## config.mk

```make
export PLATFORM = sky130hd
export DESIGN_NAME = mem_bus_ctrl
export DESIGN_NICKNAME = d
export VERILOG_FILES = /design/src/rtl/codes.sv /design/src/rtl/mem_bus_ctrl.sv
export SDC_FILE = /design/constraint.sdc
export NUM_CORES = 1
export LEC_CHECK = 0
export CORE_AREA = 2 2 125 127
export DETAILED_ROUTE_END_ITERATION = 8
export DIE_AREA = 0 0 127 129
export PLACE_DENSITY = 0.87
export SLEW_MARGIN = 20
export SYNTH_ARGS = -nofsm -noshare
export SYNTH_HDL_FRONTEND = slang
export SYNTH_SLANG_ARGS = --single-unit
```

## constraint.sdc

```tcl
create_clock -name clk -period 1.5 [get_ports clk]
set_input_delay 0.3 -clock clk [delete_from_list [all_inputs] [get_ports clk]]
set_output_delay 0.3 -clock clk [all_outputs]
set_load 0.05 [all_outputs]
```

## src/rtl/codes.sv

```systemverilog
// Shared encodings for the CPU phase sequencer and its memory bus controller.
package codes;

  typedef enum logic [1:0] {FETCH, EXEC1, EXEC2, HALT} state_t;

  typedef enum logic [1:0] {IDLE, REQ, DATA, DONE} bus_state_t;

  // Avalon addresses here are always word aligned; byte lanes go on byteenable.
  function automatic logic [31:0] word_align(input logic [31:0] addr);
    return {addr[31:2], 2'b00};
  endfunction

endpackage

```

## src/rtl/mem_bus_ctrl.sv

```systemverilog
// Single-master Avalon bus controller serving instruction fetches and data
// loads/stores for a multi-phase CPU, one outstanding transfer at a time.
import codes::*;

module mem_bus_ctrl #(
  parameter int DATA_W = 32
) (
  input  logic              clk,
  input  logic              reset_i,
  input  state_t            state_i,
  input  logic [DATA_W-1:0] pc_i,
  input  logic [DATA_W-1:0] mem_addr_i,
  input  logic              mem_read_i,
  input  logic              mem_write_i,
  input  logic [DATA_W-1:0] wdata_i,
  input  logic [3:0]        be_i,
  output logic              stall_o,
  output logic [DATA_W-1:0] instr_o,
  output logic [DATA_W-1:0] rdata_o,
  output logic [DATA_W-1:0] address_o,
  output logic              read_o,
  output logic              write_o,
  output logic [DATA_W-1:0] writedata_o,
  output logic [3:0]        byteenable_o,
  input  logic              waitrequest_i,
  input  logic [DATA_W-1:0] readdata_i
);

  bus_state_t        bus_q, bus_d;
  logic [DATA_W-1:0] address_q, address_d;
  logic [DATA_W-1:0] writedata_q, writedata_d;
  logic [DATA_W-1:0] instr_q, instr_d;
  logic [DATA_W-1:0] rdata_q, rdata_d;
  logic [3:0]        be_q, be_d;
  logic              read_q, read_d;
  logic              write_q, write_d;
  logic              fetch_q, fetch_d;
  logic              need_access;

  always_comb begin
    // NOTE: every signal gets its hold value first, so no path through the
    // case statement can leave one unassigned and infer a latch.
    bus_d       = bus_q;
    address_d   = address_q;
    writedata_d = writedata_q;
    instr_d     = instr_q;
    rdata_d     = rdata_q;
    be_d        = be_q;
    read_d      = read_q;
    write_d     = write_q;
    fetch_d     = fetch_q;

    need_access = (state_i == FETCH) ||
                  ((state_i == EXEC1) && (mem_read_i || mem_write_i));
    stall_o     = need_access && (bus_q != DONE);

    case (bus_q)
      IDLE: begin
        if (need_access) begin
          bus_d   = REQ;
          fetch_d = (state_i == FETCH);
          if (state_i == FETCH) begin
            address_d   = word_align(pc_i);
            read_d      = 1'b1;
            write_d     = 1'b0;
            be_d        = 4'hF;
            writedata_d = '0;
          end else begin
            // A simultaneous load and store request is treated as a load.
            address_d   = word_align(mem_addr_i);
            read_d      = mem_read_i;
            write_d     = mem_write_i && !mem_read_i;
            be_d        = be_i;
            writedata_d = wdata_i;
          end
        end
      end
      REQ: begin
        if (!waitrequest_i) begin
          read_d  = 1'b0;
          write_d = 1'b0;
          bus_d   = read_q ? DATA : DONE;
        end
      end
      DATA: begin
        if (fetch_q) instr_d = readdata_i;
        else         rdata_d = readdata_i;
        bus_d = DONE;
      end
      DONE:    bus_d = IDLE;
      default: bus_d = IDLE;
    endcase
  end

  always_ff @(posedge clk) begin
    // NOTE: non-blocking assignments so every register samples the values
    // from before this edge, independent of statement order.
    if (reset_i) begin
      bus_q       <= IDLE;
      address_q   <= '0;
      writedata_q <= '0;
      instr_q     <= '0;
      rdata_q     <= '0;
      be_q        <= '0;
      read_q      <= 1'b0;
      write_q     <= 1'b0;
      fetch_q     <= 1'b0;
    end else begin
      bus_q       <= bus_d;
      address_q   <= address_d;
      writedata_q <= writedata_d;
      instr_q     <= instr_d;
      rdata_q     <= rdata_d;
      be_q        <= be_d;
      read_q      <= read_d;
      write_q     <= write_d;
      fetch_q     <= fetch_d;
    end
  end

  assign instr_o      = instr_q;
  assign rdata_o      = rdata_q;
  assign address_o    = address_q;
  assign read_o       = read_q;
  assign write_o      = write_q;
  assign writedata_o  = writedata_q;
  assign byteenable_o = be_q;

endmodule

```

==> results of run 1 <==
-- power by group --
| part | switching [mW] | total, mW | internal (mW) |
|---|---|---|---|
| clock | 1.51 | 4.24 | 2.73 |
| combinational | 3.85 | 7.49 | 3.65 |
| sequential | 0.618 | 4.79 | 4.17 |
-- layout make-up --
type / instances / area (µm²)
clock inverters: 8 / 121.4
inverters: 2 / 10.01
flip-flops and latches: 135 / 2708
clock buffers: 23 / 478.0
repair buffers: 311 / 4581
fillers: 999 / 4424
well taps: 188 / 235.2
multi-input cells: 460 / 2420
-- synthesized netlist by cell type, drive strengths merged (2+ instances only) --
cell / n / share of area [%]
nand2: 190 / 13
dfxtp: 135 / 51
a21oi: 133 / 13
clkbuf: 50 / 3.5
o21ai: 33 / 3.1
nand4: 32 / 3.8
a311oi: 30 / 5.0
buf: 17 / 1.7
nand2b: 6 / 0.71
ha: 5 / 1.2
nor3: 5 / 0.47
nor4: 4 / 0.47
nor2: 3 / 0.21
inv: 2 / 0.14
mux2i: 2 / 0.38
nor2b: 2 / 0.24
-- registers in the layout (all words and copies together), names as in the netlist, 2 cells and up --
register and cells:
bus_q 2, writedata_o 32, byteenable_o 4, instr_o 32
rdata_o 32, address_o 30
-- metal layers --
metal | part of all wire, % | vias up | global-route usage, %
met5 | 0 | - | 0
met4 | 3.3 | 0 | 10.99
met3 | 8.7 | 53 | 7.651
met2 | 51 | 291 | 43.14
met1 | 37 | 2870 | 25.19
li1 | - | 2831 | -
-- final timing paths --
check | end | cells past startpoint | from | slack [ns]
setup reg to reg | address_o[11] | 6 | bus_q[1] | -0.14
hold / removal | writedata_o[4] | 2 | reset_i | 0.29
hold reg to reg | instr_o[7] | 2 | instr_o[7] | 0.49
setup / recovery | stall_o | 4 | state_i[1] | -0.21
-- metrics by stage --
stage	total power, mW	cell area [µm²]
after floorplan	8.048	5313
after global placement	11.63	9692
after detailed placement	11.79	9692
after CTS	16.44	10450
after global routing	17.19	10550
final	16.53	10550
-- logic make-up (layout without fill, tap and decap cells) --
kind of cell / Yosys count / count (layout) / synth area share, %
and+or+nand+nor: 250 / 250 / 20.58
AOI/OAI and AO/OA: 201 / 201 / 21.38
DFF: 135 / 135 / 51.04
buffers and inverters: 69 / 344 / 5.364
adders and majority gates: 5 / 5 / 1.181
muxes: 2 / 2 / 0.3781
other: 1 / 2 / 0.07082
-- critical path, cell delays in order --
cell             delay [ns]
clkdlybuf4s50_1        0.44
buf_4                  0.19
nor3_4                 0.27
buf_6                  0.21
-- what timing repair did --
item	in CTS	in global routing
gates cloned	2	2
gates resized for setup	14	10
setup endpoints to repair	57	121
pin swaps	3	2
buffers inserted	3	2
endpoints found under the hold margin	0	0
==> run summary, run 1 <==
hold_ws: 0.2926 ns
Area growth syn-to-layout: 99.29%
fin crit share: 114.1%
share of cells above drive strength 1: 23.86%
sequential-to-total area share from yosys stat: 51.04%
GP Congestion: 0.8263
Final Hold Viols: 0
unrepaired setup endpoints after global routing: true
Clock Latency Late Sink: 0.42 ns
Seq cells post-synth: 135
Row Count: 45
WP data required: 1.20 ns
CTS Buf Count: 17
PnR worst setup slack: -0.2114 ns
DR vias: 6045
P_leak: 3.945 nW
fin crit period: 1.711 ns
Initial DRC Count: 408
Critical Path Start Type: input port
Cells after DPL: 1087
mapped cell area: 5295 µm²
EDFF count, synth: 0
post-DP HPWL: 13.62 mm
Total GRT Usage: 23.78%
outcome: finished, violations left
Crit. End Element: output pin
setup_tns: -4.788 ns
global route overflow: 0
TritonRoute pass-1 iters: 7
Avg Cell Area, Syn: 7.987 µm²
post-place setup slack: -0.4264 ns
boundary pin count: 274
most frequent cells in the layout: 190 x nand2_1, 144 x buf_12, 133 x dfxtp_1, 132 x a21oi_1, 130 x clkdlybuf4s50_1
H-tree depth: 4
Antenna diodes: 0
Finished Layout Cells: 1127
Via density: 5.364
failing checks: DRC, setup timing
YS warnings: 0
CTS Buffer Depth: 2
Core Footprint: 14980 µm²
Max Freq: 584.3 MHz
commonest non-fill, non-tap cell in the layout: nand2_1
hold_buf cts: 0
ys async rst share: 0%
total die area: 16380 µm²
Detailed Route WL: 19.94 mm
Starting Density: 35.36%
worst vdd ir: 0.8626 mV
via count of the first global-routing pass: 6075
hold crit path type: input port to register
final antenna-violating net count: 0
crit path max fanout: 6
CTS root buf: clkbuf_16
power per cell area: 1566 nW/µm²
initial antenna violation count: 0
first-pass GRT wire length: 30.75 mm
Chip Width: 127 µm
Distinct cells, synth: 32
# setup viols final: 63
clock transition at the registers of the reported paths: 0.06 ns
WS Path Type: input port to output pin
crit path DAT: 1.41 ns
largest net degree at the start of global routing: 49
maxcap violations: 0
Core Util, Final: 70.46%
wire per inst: 17.69 µm
CTS tree: done
Max Slew Vio Count: 0
IO Port Bufs: 267
skew final: 0.007519 ns
Nets: 1071
drt drc: 1
CTS sink cnt: 135
Mapped Cells: 663
Die Y: 129 µm
Post-synth top flop: dfxtp_1
(Power assumes the default switching activity.)
==> run 2: changes to the inputs <==
- SKIP_LAST_GASP: default -> 1
==> results of run 2 <==
Final layout, timing and power as in run 1 (identical DEF).
